## config.mk

```make
export PLATFORM = sky130hd
export DESIGN_NAME = deser_sched
export DESIGN_NICKNAME = d
export VERILOG_FILES = /design/src/rtl/deser_pkg.sv /design/src/rtl/deser_idx_ctr.sv /design/src/rtl/deser_sched.sv
export SDC_FILE = /design/constraint.sdc
export NUM_CORES = 1
export LEC_CHECK = 0
export CORE_AREA = 8 8 45 47
export DETAILED_ROUTE_END_ITERATION = 6
export DIE_AREA = 0 0 53 55
export GPL_TIMING_DRIVEN = 0
export PLACE_DENSITY = 0.45
export SLEW_MARGIN = 10
export SYNTH_ARGS = -nofsm -noshare
export SYNTH_HDL_FRONTEND = slang
export SYNTH_HIERARCHICAL = 1
export SYNTH_SLANG_ARGS = --single-unit
```

## constraint.sdc

```tcl
create_clock -name CLK -period 1.5 [get_ports CLK]
set_input_delay 0.225 -clock CLK [delete_from_list [all_inputs] [get_ports CLK]]
set_output_delay 0.225 -clock CLK [all_outputs]
set_load 0.02 [all_outputs]
```

## src/rtl/deser_pkg.sv

```systemverilog
// Shared definitions for the serial-to-parallel scheduler.
//
// Contents:
//   state_e   - scheduler state: FILL collects samples, DRAIN presents the word
//   sel_w()   - width of the slot select / index for a given slot count
//
// Optional feature macro used by the files importing this package:
//   DESER_SCHED_PARTIAL_FLUSH_EN
package deser_pkg;

  typedef enum logic {
    FILL  = 1'b0,
    DRAIN = 1'b1
  } state_e;

  // Slot count is at least 2, so $clog2 always yields a width of at least 1.
  function automatic int sel_w(input int n_samples);
    return $clog2(n_samples);
  endfunction

endpackage

```

## src/rtl/deser_idx_ctr.sv

```systemverilog
// Modulo-N_SAMPLES slot index counter.
//
// Ports:
//   clk    in   clock
//   reset  in   synchronous active-high reset (index to 0)
//   inc    in   advance the index by one, wrapping after N_SAMPLES-1
//   clr    in   return the index to 0 (wins over inc)
//   idx    out  current slot index (registered)
//   wrap   out  inc while idx is at the last slot (combinational)
module deser_idx_ctr #(
  parameter int N_SAMPLES = 8,
  parameter int SEL_W     = 3
) (
  input  logic             clk,
  input  logic             reset,
  input  logic             inc,
  input  logic             clr,
  output logic [SEL_W-1:0] idx,
  output logic             wrap
);

  localparam logic [SEL_W-1:0] LAST = SEL_W'(N_SAMPLES - 1);

  logic [SEL_W-1:0] idx_q;
  logic [SEL_W-1:0] idx_d;
  logic             at_last;

  always_comb begin
    at_last = (idx_q == LAST);
    wrap    = inc && at_last;
    idx_d   = idx_q;
    if (clr) begin
      idx_d = '0;
    end else if (inc) begin
      // Explicit compare so non-power-of-two counts wrap at N_SAMPLES-1.
      idx_d = at_last ? '0 : idx_q + SEL_W'(1);
    end
  end

  always_ff @(posedge clk) begin
    if (reset) begin
      idx_q <= '0;
    end else begin
      idx_q <= idx_d;
    end
  end

  assign idx = idx_q;

endmodule

```

## src/rtl/deser_sched.sv

```systemverilog
// Serial-to-parallel frame scheduler. Accepts N_SAMPLES serial samples,
// steering each into the external register bank via wr_en/wr_sel, then
// presents the completed parallel word downstream. Holds no data itself.
//
// Handshakes: a transfer happens on a rising CLK edge where valid and ready
// are both 1. A valid, once raised, stays high and stable until accepted;
// ready may be withheld for any number of cycles.
//
// Ports:
//   CLK         in   clock
//   RESET       in   synchronous active-high reset; discards any partial frame
//   recv_val    in   upstream sample valid
//   recv_rdy    out  sample can be accepted (high throughout FILL)
//   send_val    out  parallel word valid (high throughout DRAIN)
//   send_rdy    in   downstream accepts the parallel word
//   wr_en       out  register-bank write strobe (recv_val & recv_rdy)
//   wr_sel      out  slot written while wr_en=1
//   frame_busy  out  a slot of the current frame is filled, or draining
//   state_dbg   out  current scheduler state
//   flush       in   (DESER_SCHED_PARTIAL_FLUSH_EN) close a partial frame
//   send_len    out  (DESER_SCHED_PARTIAL_FLUSH_EN) valid slots in the word
//
// Optional feature macro: DESER_SCHED_PARTIAL_FLUSH_EN.
module deser_sched
  import deser_pkg::*;
#(
  parameter int N_SAMPLES = 8,
  parameter int SEL_W     = sel_w(N_SAMPLES)
) (
  input  logic             CLK,
  input  logic             RESET,
  input  logic             recv_val,
  output logic             recv_rdy,
  output logic             send_val,
  input  logic             send_rdy,
  output logic             wr_en,
  output logic [SEL_W-1:0] wr_sel,
  output logic             frame_busy,
  output state_e           state_dbg
`ifdef DESER_SCHED_PARTIAL_FLUSH_EN
  ,
  input  logic             flush,
  output logic [SEL_W:0]   send_len
`endif
);

  state_e           state_q;
  state_e           state_d;
  logic [SEL_W-1:0] idx;
  logic             idx_wrap;
  logic             idx_clr;
  logic             xfer;
  logic             send_fire;
  logic             flush_go;

  deser_idx_ctr #(
    .N_SAMPLES (N_SAMPLES),
    .SEL_W     (SEL_W)
  ) u_idx_ctr (
    .clk   (CLK),
    .reset (RESET),
    .inc   (xfer),
    .clr   (idx_clr),
    .idx   (idx),
    .wrap  (idx_wrap)
  );

`ifdef DESER_SCHED_PARTIAL_FLUSH_EN
  localparam logic [SEL_W:0] N_LEN = (SEL_W + 1)'(N_SAMPLES);

  logic [SEL_W:0] send_len_q;
  logic [SEL_W:0] send_len_d;
`endif

  always_comb begin
    // Handshake outputs depend only on registered state; RESET merely masks.
    recv_rdy   = !RESET && (state_q == FILL);
    send_val   = !RESET && (state_q == DRAIN);
    xfer       = recv_val && recv_rdy;
    wr_en      = xfer;
    wr_sel     = RESET ? '0 : idx;
    frame_busy = !RESET && ((state_q == DRAIN) || (idx != '0));
    send_fire  = send_val && send_rdy;
    state_dbg  = state_q;

    flush_go = 1'b0;
`ifdef DESER_SCHED_PARTIAL_FLUSH_EN
    // A flush on an empty frame with no sample arriving has nothing to send.
    flush_go = flush && recv_rdy && (xfer || (idx != '0));
`endif

    // Flush restarts the index; the sample written this cycle is still counted
    // through send_len below.
    idx_clr = send_fire || flush_go;

    state_d = state_q;
    case (state_q)
      FILL:    if (idx_wrap || flush_go) state_d = DRAIN;
      DRAIN:   if (send_fire)            state_d = FILL;
      default: state_d = FILL;
    endcase
  end

`ifdef DESER_SCHED_PARTIAL_FLUSH_EN
  always_comb begin
    send_len_d = send_len_q;
    if (send_fire || idx_wrap) begin
      send_len_d = N_LEN;
    end else if (flush_go) begin
      send_len_d = xfer ? ({1'b0, idx} + (SEL_W + 1)'(1)) : {1'b0, idx};
    end
  end

  assign send_len = send_len_q;
`endif

  always_ff @(posedge CLK) begin
    if (RESET) begin
      state_q <= FILL;
`ifdef DESER_SCHED_PARTIAL_FLUSH_EN
      send_len_q <= N_LEN;
`endif
    end else begin
      state_q <= state_d;
`ifdef DESER_SCHED_PARTIAL_FLUSH_EN
      send_len_q <= send_len_d;
`endif
    end
  end

endmodule
```

==> results by group, run 1 <==
Final layout
  • Final net count: 48
  • Number of antenna diodes: 0
  • Area Growth Syn to Fin: 65.3%
  • Post-route cell area: 399 sq um
  • Layout cell share with drive strength beyond 1: between 20% and 30%
  • Fill count: ~160

Clocking
  • Clk sinks: 4
  • H-tree Lvls: 1
  • Root Buffer: clkbuf_4
  • CTS tree: done
  • Worst-Skew Late Latency: about 0.24 ns
  • Inserted Clock Buffers: 3
  • Clock buffer depth: 2
  • Worst-path clk slew: about 0.04 ns

Floorplan
  • Core Region: around 1400 sq um
  • IO Pins: 12
  • Die Area: around 2900 sq um
  • Core Rows: 14
  • Die H: approximately 55 um
  • Die Span X: 53 um
  • Initial Utilization: 17.5%

Setup path
  • FF-to-FF End: u_idx_ctr/idx[0]
  • Startpoint Class: input port
  • Slowest CP cell: clkdlybuf4s50_1
  • Family with the most delay on the worst path: buffers and inverters
  • CP Max Fanout: 6
  • Crit path buf inv count: 2
  • Critical path cell sequence: clkdlybuf4s50_1 > and2_2 > clkdlybuf4s15_1
  • Critical path depth in cells: 3
  • Crit. End Element: output port
  • CP arrival: approximately 1.2 ns
  • R2R cell count: 4
  • R2R Setup Slk: 0.13 ns
  • R2r startpoint: u_idx_ctr/idx[0]
  • Crit path kind: in2out
  • Slowest stage delay, CP: approximately 0.46 ns
  • CP required: 1.27 ns

Place
  • Port Buffers: 11
  • DP Area: ~380 sq um
  • Worst slack, placed: -0.627 ns
  • Global placer's final weighted congestion: around 0.71

Timing
  • TNS Setup: 0 ns
  • Setup-failing EPs final: 0
  • Slew HR: 83.0%
  • Worst Max-Slew Pin Slew: about 0.25 ns
  • Max Clk Rate: about 700 MHz
  • Hold Violations, Final: 0
  • Layout Skew: ~0.0026 ns
  • RSZ-0062 raised after global routing: false
  • Min Tclk post-route: around 1.4 ns
  • Post-layout worst setup margin: around 0.064 ns
  • Final Cycle Share: about 96%
  • Max Slew Vio Count: 0

Synthesis
  • Mapped Cells: 26
  • Synth cell count leaders: dfxtp_1 (4), and2_1 (3), nand2b_1 (3)
  • Most common cell in the netlist: dfxtp_1
  • Largest area contributor in the netlist: dfxtp_1
  • Post-synth top flop: dfxtp_1
  • Unique masters post-synth: 14
  • Number of synthesized flops with an enable pin: 0
  • Synth top area cells: dfxtp_1 (33%), ha_1 (10%), mux2i_1 (8.3%), and2_1 (7.8%), nand2b_1 (7.8%)
  • Seq/Total Area, Yosys: 33.2%
  • Top cell type's share of synthesized area: 33.2%
  • Syn_area_per_cell: between 9 and 10 sq um
  • FF+latch count, synth: 4
  • Mapped Area: between 200 and 250 sq um
  • Yosys warns: 6
  • Share of flip-flops with an asynchronous set or reset: 0%
  • Net count after synthesis: 32

Hold path
  • Worst Hold End: u_idx_ctr/idx[0]
  • HP Start: RESET
  • Hold Path Depth: 2
  • Worst min path class: in2reg

Global route
  • Remaining global-route overflow: 0
  • Vias in the first global route: 259
  • GR Util All Layers: approximately 5.7%
  • Initial antenna violation count: 0
  • First-pass GRT wire length: 1150 um
  • Largest net degree at the start of global routing: 11

Power and ir drop
  • Combinational power share: 15.9%
  • Peak VDD IR: about 0.26 mV
  • P_int: 223 uW
  • Pleak: about 0.00019 uW
  • Switching share of power: ~24%
  • Net Switching: around 72 uW
  • PD cells: about 740 nW/um^2
  • Clock power frac: 45.6%
  • Reg power frac: between 30% and 40%

Routing
  • Number of DRC markers in iteration 0: 1
  • Avg WL per Cell: approximately 13 um
  • Final antenna-violating net count: 0
  • DRT Wirelength: approximately 700 um
  • Via count: around 240
  • Pre-antenna DRT Iters: 2
  • DR vias/cell: about 4.3
  • DRC: 0

Job
  • Max Cap Violations: 0

Status
  • Status: completed
## power by group through the flow
| stage | clock network, uW | registers (uW) | logic, uW |
|---|---|---|---|
| after global placement | 0 | 114 | 49.9 |
| after CTS | 142 | 113 | 46.7 |
| after detailed placement | 0 | 115 | 51.0 |
| after floorplan | 0 | 114 | 24.7 |
| after global routing | 149 | 114 | 50.8 |
| final | 134 | 113 | 47.0 |
## routing by layer
layer  global-route usage, %  up-vias  part of all wire (%)
met5                       0        -                     0
met4                    7.76        0                   1.4
met3                    1.60        2                   3.0
met2                    9.38        3                    57
met1                    5.02      115                    38
li1                        -      118                     -
## layout by cell type (no fill, tap or decap)
| cell | count |
|---|---|
| dfxtp_1 | 3 |
| nor2b_2 | 1 |
| mux2i_1 | 2 |
| and2_1 | 2 |
| and2_2 | 1 |
| clkbuf_4 | 3 |
| a211oi_2 | 1 |
| nor2b_1 | 2 |
| nor2_1 | 1 |
| nor3_1 | 2 |
| and2b_1 | 1 |
| dfxtp_2 | 1 |
| clkdlybuf4s15_1 | 1 |
| a21oi_1 | 1 |
| dlygate4sd2_1 | 6 |
| clkdlybuf4s50_1 | 2 |
| nor2_4 | 1 |
| nor4_2 | 1 |
| or3b_1 | 1 |
| clkbuf_2 | 1 |
| clkdlybuf4s15_2 | 1 |
| nand2b_1 | 3 |
| ha_1 | 2 |
## state kept, by name (all words and copies together), names as in the netlist
| register | cells |
|---|---|
| u_idx_ctr/idx | 3 |
| state_dbg | 1 |
## logic make-up (layout without fill, tap and decap cells)
logic type	after synthesis	in the layout	share of synthesized area, %
compound gates	2	2	7.25
mux	2	2	8.29
fa+ha+maj	2	2	10.4
flops	4	4	33.2
simple gates	16	16	40.9
buf+inv	0	14	0
## layout make-up
cell class                      count  area [sq um]  area share [%]
Clock buffer                        3          22.5            5.64
Tap cell                           16          20.0            5.02
Timing Repair Buffer               11          98.8            24.8
Sequential cell                     4          81.3            20.4
Multi-Input combinational cell     22           176            44.2
## repair_timing
| action | CTS | global route |
|---|---|---|
| setup buffers | 0 | 0 |
| endpoints found under the hold margin | 0 | 0 |
| hold buffers | 0 | 0 |
| setup endpoints to repair | 9 | 2 |
| resized for setup | 12 | 4 |
## per-stage QoR
stage                     cells  power (uW)  util [%]  hold WS (ns)
after global routing         56         313      28.8         0.421
after CTS                    56         301      28.6         0.421
final                        56         295      28.8         0.425
after global placement       53         164      27.5         0.532
after floorplan              26         138         -         0.290
after detailed placement     53         166      27.5         0.554
## worst max path at each step
stage / slack (ns) / end / start
floorplan: 0.02 / u_idx_ctr/idx[0] / state_dbg
global placement: -0.61 / wr_en / RESET
detailed placement: -0.63 / wr_en / RESET
CTS: 0.002 / frame_busy / u_idx_ctr/idx[0]
global route: 0.01 / wr_en / state_dbg
finish: 0.06 / wr_en / recv_val
Power figures use the tool's default switching activity.
==> inputs of run 2 (changes only) <==
- ABC_AREA: not set -> 1
- HOLD_SLACK_MARGIN: not set -> 0.08
- PLACE_DENSITY: 0.45 -> 0.47
==> run 2 against run 1 <==
Compared with the run above: synthesized cell count grew 62%; sequential power grew 5%; die area is the same; sequential share of layout area shrank 1.1 points; register-to-register slack gained 0.27 ns; hold slack gained 0.077 ns; power grew 8.4%; utilization grew 1.7 points; clock skew shrank 0.0013 ns; global-route usage shrank 0.34 points; setup slack gained 0.062 ns; count of clock-buffer cells in the layout is the same; largest power group unchanged.
==> results by group, run 2 <==
Status
  • Status: completed (unchanged)

Power and ir drop
  • Pleak: 0.000249 uW (was 0.000186 uW)
  • Peak VDD IR: 0.334 mV (was 0.257 mV)
  • PD cells: 756 nW/um^2 (was 738 nW/um^2)

Synthesis
  • Largest area contributor in the netlist: dfxtp_1 (unchanged)
  • Syn_area_per_cell: 6.17 sq um (was 9.29 sq um)
  • Share of flip-flops with an asynchronous set or reset: 0% (unchanged)
  • Mapped Area: 259 sq um (was 241 sq um)
  • Yosys warns: 6 (unchanged)
  • Mapped Cells: 42 (was 26)
  • Post-synth top flop: dfxtp_1 (unchanged)
  • Most common cell in the netlist: nor2_1 (was dfxtp_1)
  • Synth cell count leaders: nor2_1 (11), inv_1 (10), nand2_1 (8), dfxtp_1 (4) (was dfxtp_1 (4), and2_1 (3), nand2b_1 (3))
  • FF+latch count, synth: 4 (unchanged)
  • Net count after synthesis: 48 (was 32)
  • Number of synthesized flops with an enable pin: 0 (unchanged)
  • Synth top area cells: dfxtp_1 (31%), nor2_1 (16%), inv_1 (14%), nand2_1 (12%), ha_1 (9.7%) (was dfxtp_1 (33%), ha_1 (10%), mux2i_1 (8.3%), and2_1 (7.8%), nand2b_1 (7.8%))
  • Top cell type's share of synthesized area: 30.9% (was 33.2%)
  • Unique masters post-synth: 10 (was 14)
  • Seq/Total Area, Yosys: 30.9% (was 33.2%)

Timing
  • RSZ-0062 raised after global routing: false (unchanged)
  • Layout Skew: 0.00127 ns (was 0.00258 ns)
  • Final Cycle Share: 91.6% (was 95.7%)
  • Setup-failing EPs final: 0 (unchanged)
  • Max Clk Rate: 728 MHz (was 696 MHz)
  • Max Slew Vio Count: 0 (unchanged)
  • Min Tclk post-route: 1.37 ns (was 1.44 ns)
  • Worst Max-Slew Pin Slew: 0.228 ns (was 0.255 ns)
  • Hold Violations, Final: 0 (unchanged)
  • Slew HR: 84.7% (was 83.0%)
  • Worst hold margin: 0.502 ns (was 0.425 ns)

Clocking
  • Clock buffer depth: 2 (unchanged)
  • Worst-Skew Late Latency: 0.23 ns (was 0.24 ns)
  • Inserted Clock Buffers: 3 (unchanged)
  • Clk sinks: 4 (unchanged)
  • CTS tree: done (unchanged)
  • Worst-path clk slew: 0.04 ns (about the same)
  • H-tree Lvls: 1 (unchanged)
  • Root Buffer: clkbuf_4 (unchanged)

Routing
  • Number of DRC markers in iteration 0: 4 (was 1)
  • Via count: 266 (was 238)
  • DRT Wirelength: 675 um (was 700 um)
  • DRC: 0 (unchanged)
  • Final antenna-violating net count: 0 (unchanged)
  • Avg WL per Cell: 9.25 um (was 12.5 um)
  • Pre-antenna DRT Iters: 2 (unchanged)
  • DR vias/cell: 3.64 (was 4.25)

Setup path
  • Slowest stage delay, CP: 0.38 ns (was 0.46 ns)
  • CP required: 1.27 ns (about the same)
  • R2r startpoint: u_idx_ctr/idx[0] (unchanged)
  • Critical path cell sequence: nor2_1 > a21oi_1 > dlygate4sd2_1 (was clkdlybuf4s50_1 > and2_2 > clkdlybuf4s15_1)
  • CP Max Fanout: 4 (was 6)
  • Crit path kind: reg2out (was in2out)
  • CP arrival: 1.15 ns (was 1.21 ns)
  • Crit. End Element: output port (unchanged)
  • R2R cell count: 6 (was 4)
  • Setup crit start: u_idx_ctr/idx[2] (was recv_val)
  • Startpoint Class: flip-flop (was input port)
  • Slowest CP cell: dfxtp_1 (was clkdlybuf4s50_1)

Hold path
  • Hold Path Depth: 4 (was 2)
  • HP Start: RESET (unchanged)
  • Worst min path class: in2reg (unchanged)

Floorplan
  • Die Area: 2920 sq um (unchanged)
  • Die Span X: 53 um (unchanged)
  • Core Rows: 14 (unchanged)
  • Initial Utilization: 18.7% (was 17.5%)
  • Die H: 55 um (unchanged)
  • Core Region: 1380 sq um (unchanged)
  • IO Pins: 12 (unchanged)

Place
  • Global placer's final weighted congestion: 0.706 (was 0.713)
  • DP HPWL: 516 um
  • Placed insts: 69 (was 53)
  • Port Buffers: 11 (unchanged)

Global route
  • GR Util All Layers: 5.40% (was 5.74%)
  • Largest net degree at the start of global routing: 9 (was 11)
  • Initial antenna violation count: 0 (unchanged)
  • Remaining global-route overflow: 0 (unchanged)
  • First-pass GRT wire length: 1010 um (was 1150 um)
  • Vias in the first global route: 239 (was 259)

Final layout
  • Most frequent cells in the layout: nor2_1 (11), inv_1 (10), nand2_1 (8) (was dlygate4sd2_1 (6), nand2b_1 (3), clkbuf_4 (3), dfxtp_1 (3))
  • Final Non-Filler Cells: 73 (was 56)
  • Reg area: 81.3 sq um (unchanged)
  • Fill count: 160 (was 159)
  • Area of the multi-input gates: 153 sq um (was 176 sq um)
  • Layout cell share with drive strength beyond 1: 21.1% (was 27.5%)
  • Most common cell after layout, fill and taps aside: nor2_1 (was dlygate4sd2_1)
  • Max reg flops: 3 (unchanged)
  • Area Growth Syn to Fin: 63.3% (was 65.3%)
  • Number of antenna diodes: 0 (unchanged)
  • Final net count: 65 (was 48)

Job
  • Max Cap Violations: 0 (unchanged)
==> run 2: cell types whose count changed in the layout (fill, tap and decap cells not counted), sizes merged, moves of 3 or more <==
cell,delta
and2,-3
inv,+10
nand2,+9
nand2b,-3
nor2,+11
nor2b,-3
==> run 2: cell type report <==
type | instances | area share [%]
well taps | 16 | 4.73
clock buffers | 3 | 5.33
flip-flops and latches | 4 | 19.2
multi-input cells | 28 | 36.1
repair buffers | 12 | 25.7
inverters | 10 | 8.88
==> run 2: final timing paths <==
kind                            to  slack (ns)
hold reg to reg   u_idx_ctr/idx[1]        0.51
setup reg to reg  u_idx_ctr/idx[2]        0.40
hold / removal    u_idx_ctr/idx[0]        0.50
setup / recovery        frame_busy        0.13
==> run 2: report_power, final <==
part	switching [uW]	internal [uW]	total [uW]
clock	45.1	89.6	135
combinational	36.5	29.9	66.4
sequential	6.06	112	119
==> run 2: per-stage QoR <==
| stage | area (sq um) | utilization [%] | TNS [ns] | setup WS, ns | power [uW] |
|---|---|---|---|---|---|
| floorplan | 264 | - | 0 | 0.205 | 157 |
| global route | 423 | 30.6 | 0 | 0.0473 | 346 |
| detailed placement | 394 | 28.5 | -3.33 | -0.751 | 191 |
| global placement | 394 | 28.5 | -3.28 | -0.747 | 190 |
| CTS | 425 | 30.7 | 0 | 0.00343 | 330 |
| finish | 423 | 30.6 | 0 | 0.126 | 320 |
==> run 2: cells by family (layout without fill, tap and decap cells) <==
kind of cell	count (synthesis)	in the layout	synth area share, %
simple gates	23	23	37.7
buf+inv	10	25	14.5
flops	4	4	30.9
compound gates	3	3	7.25
fa+ha+maj	2	2	9.66
==> run 2: repair_timing <==
item	in CTS	in global routing
setup endpoints to repair	8	2
pin swaps	1	0
hold buffers	0	0
buffers inserted	1	0
gates resized for setup	13	2
==> run 2: critical path, delay by kind of cell, from the launching register on <==
family | cells | cell delay [ns]
and+or+nand+nor | 1 | 0.07
buffers and inverters | 1 | 0.34
AOI/OAI and AO/OA | 1 | 0.13
DFF | 1 | 0.38
==> run 2: metal layers <==
metal,global-route usage [%],wire length [um],vias to the layer above
met2,6.64,295,7
li1,-,-,152
met1,5.15,292,105
met4,9.05,26,0
met5,0,0,-
met3,2.67,60,2
